File: config.mk
export PLATFORM = sky130hd
export DESIGN_NAME = secuenciador_mac
export DESIGN_NICKNAME = d
export VERILOG_FILES = /design/src/rtl/secuenciador_mac.sv
export SDC_FILE = /design/constraint.sdc
export NUM_CORES = 1
export LEC_CHECK = 0
export ABC_AREA = 0
export CAP_MARGIN = 30
export CORE_UTILIZATION = 30
export DETAILED_ROUTE_END_ITERATION = 10
export GPL_TIMING_DRIVEN = 0
export SKIP_CTS_REPAIR_TIMING = 1
export SLEW_MARGIN = 10
export SYNTH_ARGS = -nofsm -noshare
export SYNTH_HDL_FRONTEND = slang
export SYNTH_SLANG_ARGS = --single-unit
export TNS_END_PERCENT = 50
File: constraint.sdc
create_clock -name clk -period 4.2 [get_ports clk]
set_clock_uncertainty 0.05 [all_clocks]
set_input_delay 1.26 -clock clk [delete_from_list [all_inputs] [get_ports clk]]
set_output_delay 1.26 -clock clk [all_outputs]
set_load 0.005 [all_outputs]
File: src/rtl/secuenciador_mac.sv
`default_nettype none
// ============================================================================
//  Module      : secuenciador_mac
//  Description : Dot-product sequencer/accumulator. Steps the operand-mux
//                select through the terms, multiplies the selected operands,
//                accumulates them and offers the sum over a valid/ready
//                handshake. Optional macro MAC_PIPE_EN registers the product
//                before accumulation and adds a DRAIN state.
//  Revision    : 1.0 - initial release
// ============================================================================
module secuenciador_mac #(
   parameter int WIDTH     = 8,
   parameter int NTERMS    = 4,
   parameter int ACC_WIDTH = 2*WIDTH+3
) (
   input  logic                 clk,
   input  logic                 rst_n,
   input  logic                 start,
   input  logic [WIDTH-1:0]     ina,
   input  logic [WIDTH-1:0]     inb,
   output logic [2:0]           sel,
   output logic                 busy,
   output logic                 valid,
   input  logic                 ready,
   output logic [ACC_WIDTH-1:0] result
);

   localparam logic [2:0] c_idx_last = 3'(NTERMS-1);
   localparam int         c_pad      = ACC_WIDTH - 2*WIDTH;

   typedef enum logic [1:0] {
      S_IDLE  = 2'd0,
      S_ISSUE = 2'd1,
      S_OUT   = 2'd2,
      S_DRAIN = 2'd3
   } state_t;

   state_t                 r_state;
   state_t                 w_state_nxt;
   logic [2:0]             r_idx;
   logic [ACC_WIDTH-1:0]   r_acc;
   logic [ACC_WIDTH-1:0]   r_result;
   logic                   r_valid;
   logic [2*WIDTH-1:0]     w_prod;
   logic [ACC_WIDTH-1:0]   w_prod_ext;
   logic                   w_last;
   logic                   w_accept;
   logic                   w_start_acc;

   assign w_prod      = ina * inb;
   assign w_prod_ext  = {{c_pad{1'b0}}, w_prod};
   assign w_last      = (r_idx == c_idx_last);
   // Valid is always set in OUT, so an accept is simply OUT with ready high
   assign w_accept    = (r_state == S_OUT) && ready;
   assign w_start_acc = ((r_state == S_IDLE) && start) || (w_accept && start);

`ifdef MAC_PIPE_EN
   logic [2*WIDTH-1:0]     r_prod_q;
   logic [ACC_WIDTH-1:0]   w_prodq_ext;
   assign w_prodq_ext = {{c_pad{1'b0}}, r_prod_q};
`endif

   // State register
   always_ff @(posedge clk or negedge rst_n) begin
      if (!rst_n) r_state <= S_IDLE;
      else        r_state <= w_state_nxt;
   end

   // Next-state decode
   always_comb begin
      w_state_nxt = r_state;
      case (r_state)
         S_IDLE:  if (start) w_state_nxt = S_ISSUE;
`ifdef MAC_PIPE_EN
         S_ISSUE: if (w_last) w_state_nxt = S_DRAIN;
         S_DRAIN: w_state_nxt = S_OUT;
`else
         S_ISSUE: if (w_last) w_state_nxt = S_OUT;
         S_DRAIN: w_state_nxt = S_IDLE;   // unreachable without the pipeline
`endif
         S_OUT:   if (ready) w_state_nxt = start ? S_ISSUE : S_IDLE;
         default: w_state_nxt = S_IDLE;
      endcase
   end

   // Term index, accumulator, result and valid flag
   always_ff @(posedge clk or negedge rst_n) begin
      if (!rst_n) begin
         r_idx    <= 3'd0;
         r_acc    <= '0;
         r_result <= '0;
         r_valid  <= 1'b0;
`ifdef MAC_PIPE_EN
         r_prod_q <= '0;
`endif
      end else begin
         if (w_start_acc) begin
            r_idx    <= 3'd0;
            r_acc    <= '0;
`ifdef MAC_PIPE_EN
            r_prod_q <= '0;
`endif
         end else if (r_state == S_ISSUE) begin
`ifdef MAC_PIPE_EN
            // Product of this term lands next cycle; add the previous one now
            r_prod_q <= w_prod;
            r_acc    <= r_acc + w_prodq_ext;
            if (!w_last) r_idx <= r_idx + 3'd1;
`else
            r_acc <= r_acc + w_prod_ext;
            if (!w_last) begin
               r_idx <= r_idx + 3'd1;
            end else begin
               r_result <= r_acc + w_prod_ext;
               r_valid  <= 1'b1;
            end
`endif
         end
`ifdef MAC_PIPE_EN
         else if (r_state == S_DRAIN) begin
            r_result <= r_acc + w_prodq_ext;
            r_valid  <= 1'b1;
         end
`endif
         if (w_accept) r_valid <= 1'b0;
      end
   end

   assign sel    = (r_state == S_ISSUE) ? r_idx : 3'd0;
   assign busy   = (r_state != S_IDLE);
   assign valid  = r_valid;
   assign result = r_result;

endmodule
`default_nettype wire

## Word level (Yosys, flattened, before mapping)

Cells that the tools add are included.

| storage, ports and cells | value |
|---|---|
| register bits after elaboration | 44 |

| operators by class | value |
|---|---|
| $mul | 1 |
| equal/unequal tests | 9 |
| add/subtract/negate cells | 2 |
| bitwise gates (word level) | 1 |
| muxes and demuxes | 15 |
| reduce and logical (&&, ||, !) cells | 13 |

Operators with widths:

| cell | count |
|---|---|
| two-way mux 19 bit | 2 |
| adder 19 x 16 -> 19 bit | 1 |
| multiplier 8 x 8 -> 16 bit | 1 |
| two-way mux 3 bit | 4 |
| AND reduction 3 bit | 3 |
| inequality test 2 bit (second input constant) | 4 |
| case mux 2 bit (4 select lines) | 1 |
| nonzero test 2 bit | 4 |
| two-way mux 2 bit | 3 |
| two-way mux 1 bit | 5 |
| == test 2 bit (second input constant) | 2 |
| adder 3 x 1 -> 3 bit (second input constant) | 1 |
| == test 3 x 2 -> 1 bit (second input constant) | 1 |
| logical AND 1 bit | 3 |
| == test 2 x 1 -> 1 bit (second input constant) | 1 |
| zero test 2 bit | 1 |
| inequality test 2 x 1 -> 1 bit (second input constant) | 1 |
| AND reduction 2 bit | 1 |
| logical OR 1 bit | 1 |
| NOT 1 bit | 1 |

## Logic depth before layout (Yosys ltp)

| depth | value |
|---|---|
| depth in word-level cells | 6 |
| depth in mapped cells | 15 |
| mapped depth without buffers | 15 |

## Worst setup path after synthesis

OpenSTA, ideal clock, no wires.

| timing | value |
|---|---|
| path type | input-to-reg |
| start point | input inb[1] |
| end point | register r_result[15] (netlist: result[15]) |
| stages | 15 |
| arrival | 5028 ps |
| slack | -1015 ps |
| required time | 4013 ps |
| path through | clkbuf_1 > nand2_1 > fa_1 > inv_1 > fa_1 > fa_1 > inv_1 > fa_1 > inv_1 > ha_1 > a21oi_1 > and2b_2 > nor4_4 > o21a_1 > o311ai_1 |

| on the way | value |
|---|---|
| cells in the longest elaborated chain, start to end | 2 |

RTL lines:

| element | RTL line | text |
|---|---|---|
| start, declared | 20 | `input logic [WIDTH-1:0] inb,` |
| multiplier 8 x 8 -> 16 bit | 50 | `assign w_prod = ina * inb;` |
| adder 19 x 16 -> 19 bit | 114 | `r_result <= r_acc + w_prod_ext;` |
| end signal, assigned | 114 |  |
| end, declared | 42 | `logic [ACC_WIDTH-1:0] r_result;` |

No other way between the ends.
A chain may end at the register's enable or synchronous reset.

## Worst setup path after layout

| timing | value |
|---|---|
| start point | input ina[5] |
| end point | register r_result[18] (netlist: result[18]) |

| on the way | value |
|---|---|
| cells in the longest elaborated chain, start to end | 2 |

RTL lines:

| element | RTL line | text |
|---|---|---|
| start, declared | 19 | `input logic [WIDTH-1:0] ina,` |
| multiplier 8 x 8 -> 16 bit | 50 |  |
| adder 19 x 16 -> 19 bit | 114 |  |

No other way between the ends.

==> run metrics <==
outcome=finished with violations; failing checks=negative setup slack; fill count=roughly 1,500; via count=roughly 3,900; DRC=0; Slowest-stage cell, CP=fa_1; Post-Synthesis Cells=between 500 and 600; final net count=roughly 720; # rows=between 40 and 50; Max FO, Critical Path=7; Avg Vias per Cell=around 4.8; routed length per instance=approximately 15 um; Bufs on Longest Clock Path=2; hold_ws=~430 ps; YS warnings=0; first-pass iteration count of the detailed router=5; largest net degree at the start of global routing=33; first-pass GRT wire length=about 20,000 um; Hold Crit Start=result[8]$_DFFE_PN0P_; Final Cycle Share=1.19; Ports=44; Total Routed Length=about 12,000 um; Yosys cell types=54; global route total overflow=0; launch point of the worst reg-to-reg path=r_acc[4]$_DFFE_PN0P_; global-route usage over all layers=0.156; worst hold path depth=2; final worst setup slack=-814 ps; vias in the first global route=4,029; die width=between 100 and 150 um; IO buf count=41; Worst path most repeated cell=fa_1; TritonCTS sink count=44; die footprint=between 15,000 and 20,000 um^2; # setup viols final=25; Placer Congestion=just under 0.9; Synth top area share=0.232; Slew headroom=0.600; endpoints failing hold=0; unrepaired setup endpoints after global routing=true; worst path arrival time=between 5000 and 6000 ps; Syn Nets=659; initial cell density of the core=0.310; register area share after synthesis=0.232; Inserted Clock Buffers=5; fmax=between 150 and 200 MHz; insertion delay to the later sink of the worst-skew pair=about 290 ps; initial antenna violation count=0; Synth Cell Area=4750 um^2; Max-Cap Viols=0; crit-path max cell delay=between 500 and 600 ps; DRT antenna net count=0; crit path capture type=flop; hold endpoint=result[8]$_DFFE_PN0P_; Post-synth EDFFs=0; R2R Setup Slk=-10 ps; worst setup path class=primary input to flop; Core ar.=roughly 15,000 um^2; Ant. Diodes=0; DP HPWL=about 9800 um; min Tclk post-route=about 5000 ps; most area-hungry cell type in the Yosys netlist=dfrtp_1; synthesis-stage register bit count=44; Reg2Reg Capture Point=result[18]$_DFFE_PN0P_; die height=between 100 and 150 um; synth top area cells=dfrtp_1 (23%), fa_1 (21%), ha_1 (11%); syn avg cell area=between 8 and 9 um^2; CTS root buf=clkbuf_16; CTS tree=done; H-tree depth=2; Final Max Tran Viols=0; fraction of layout cells with a size suffix above 1=0.203; Worst Path Required=~4300 ps; R2R depth=15; Hold Crit Class=flop to flop; Worst-path clk slew=~70 ps; CP Cell Sequence=buf_12 -> and2_4 -> fa_1 -> inv_1 -> fa_1 -> inv_1 -> fa_1 -> inv_1 -> fa_1 -> inv_2 -> ha_4 -> o211ai_1 -> o211ai_2 -> a41oi_2 -> and4_4 -> or3_4; worst slew pin tran=roughly 600 ps; ys async rst share=1.00; Iter 0 DRT Violations=between 150 and 200; top_reg_cell synth=dfrtp_1; crit start category=primary input; Layout area overhead=31.3%
cells in the mapped netlist (5+ instances only):
cell type  instances
inv_1             93
nand2_1           91
fa_1              50
dfrtp_1           44
ha_1              43
and2_1            33
o21ai_0           31
nor2_1            18
a21oi_1           14
clkbuf_1          13
nand3_1           12
nand2b_1          11
xor2_1             7
o211ai_1           6
buf_2              5
o31ai_1            5
registers in the layout, summed over array words and instances (netlist names):
signal,flops
r_acc,19
result,19
r_idx,3
r_state,2
valid,1
through the flow:
step	std cells	cell area (um^2)	setup TNS [ps]	utilization	setup WS, ps
after floorplan	546	4910	-12790	-	-758
after global placement	798	5590	-40540	0.365	-1750
after detailed placement	799	5600	-41370	0.366	-1760
after CTS	807	5780	-32590	0.377	-1480
after global routing	818	6230	-16860	0.407	-941
final	818	6230	-13330	0.407	-814
placed cells by master, fill, tap and decap left out, types with 3 or more instances in the layout:
cell / instances
nand2b_1: 11
ha_1: 33
o31ai_1: 5
ha_4: 9
o21a_1: 4
mux2i_1: 3
or2_2: 3
fa_1: 46
o21ai_0: 14
a21oi_4: 6
o21ai_2: 8
inv_2: 6
nand2_1: 84
buf_12: 5
nor3_4: 3
and2_1: 27
clkbuf_1: 11
o21ai_1: 9
or4_1: 3
buf_6: 8
fa_2: 4
inv_1: 87
a31oi_1: 3
o211ai_1: 6
clkbuf_4: 4
nand3_1: 10
clkbuf_16: 5
nor2_1: 17
xor2_1: 3
nand2_2: 5
o2111ai_1: 3
and2_4: 6
a21oi_1: 7
buf_4: 12
nor2b_1: 4
clkdlybuf4s50_1: 26
dfrtp_1: 44
layout make-up:
class	count	area, um^2	area share
multi-input combinational	390	3680	0.590
sequential	44	1100	0.177
timing repair buffer	53	547	0.0877
inverter	93	349	0.0560
tap	211	264	0.0423
clock buffer	5	125	0.0201
buffer	19	123	0.0197
clock inverter	3	47.5	0.00763
kinds of logic (layout without fill, tap and decap cells):
kind of cell / count (synthesis) / count (layout) / synth area share
xor+xnor: 9 / 9 / 0.0166
mux: 4 / 4 / 0.00870
compound gates: 86 / 86 / 0.119
simple gates: 198 / 198 / 0.208
flops: 44 / 44 / 0.232
fa+ha+maj: 93 / 93 / 0.324
buf+inv: 112 / 173 / 0.0907
critical path, delay by kind of cell:
| kind | cells | cell delay, ps |
|---|---|---|
| compound gates | 3 | 530 |
| fa+ha+maj | 5 | 2290 |
| simple gates | 3 | 720 |
| buf+inv | 5 | 310 |
worst max-delay path by stage:
stage / from / endpoint / slack, ps / cells after the start
detailed placement: ina[5] / r_acc[13]$_DFFE_PN0P_ / -1760 / 15
finish: ina[5] / result[18]$_DFFE_PN0P_ / -810 / 16
CTS: ina[5] / r_acc[13]$_DFFE_PN0P_ / -1480 / 15
floorplan: inb[0] / result[18]$_DFFE_PN0P_ / -760 / 15
global route: ina[0] / result[18]$_DFFE_PN0P_ / -940 / 14
global placement: ina[5] / result[13]$_DFFE_PN0P_ / -1750 / 15
layer usage:
layer / vias up / part of all wire / global-route usage
met5: - / 0 / 0
met4: 0 / 0.015 / 0.0374
met3: 14 / 0.024 / 0.0188
met2: 61 / 0.49 / 0.255
met1: 1923 / 0.47 / 0.218
li1: 1892 / - / -
Power is left out: the tool's default activity adds up to more than one toggle a clock period on the data nets, which glitch-free logic cannot reach.
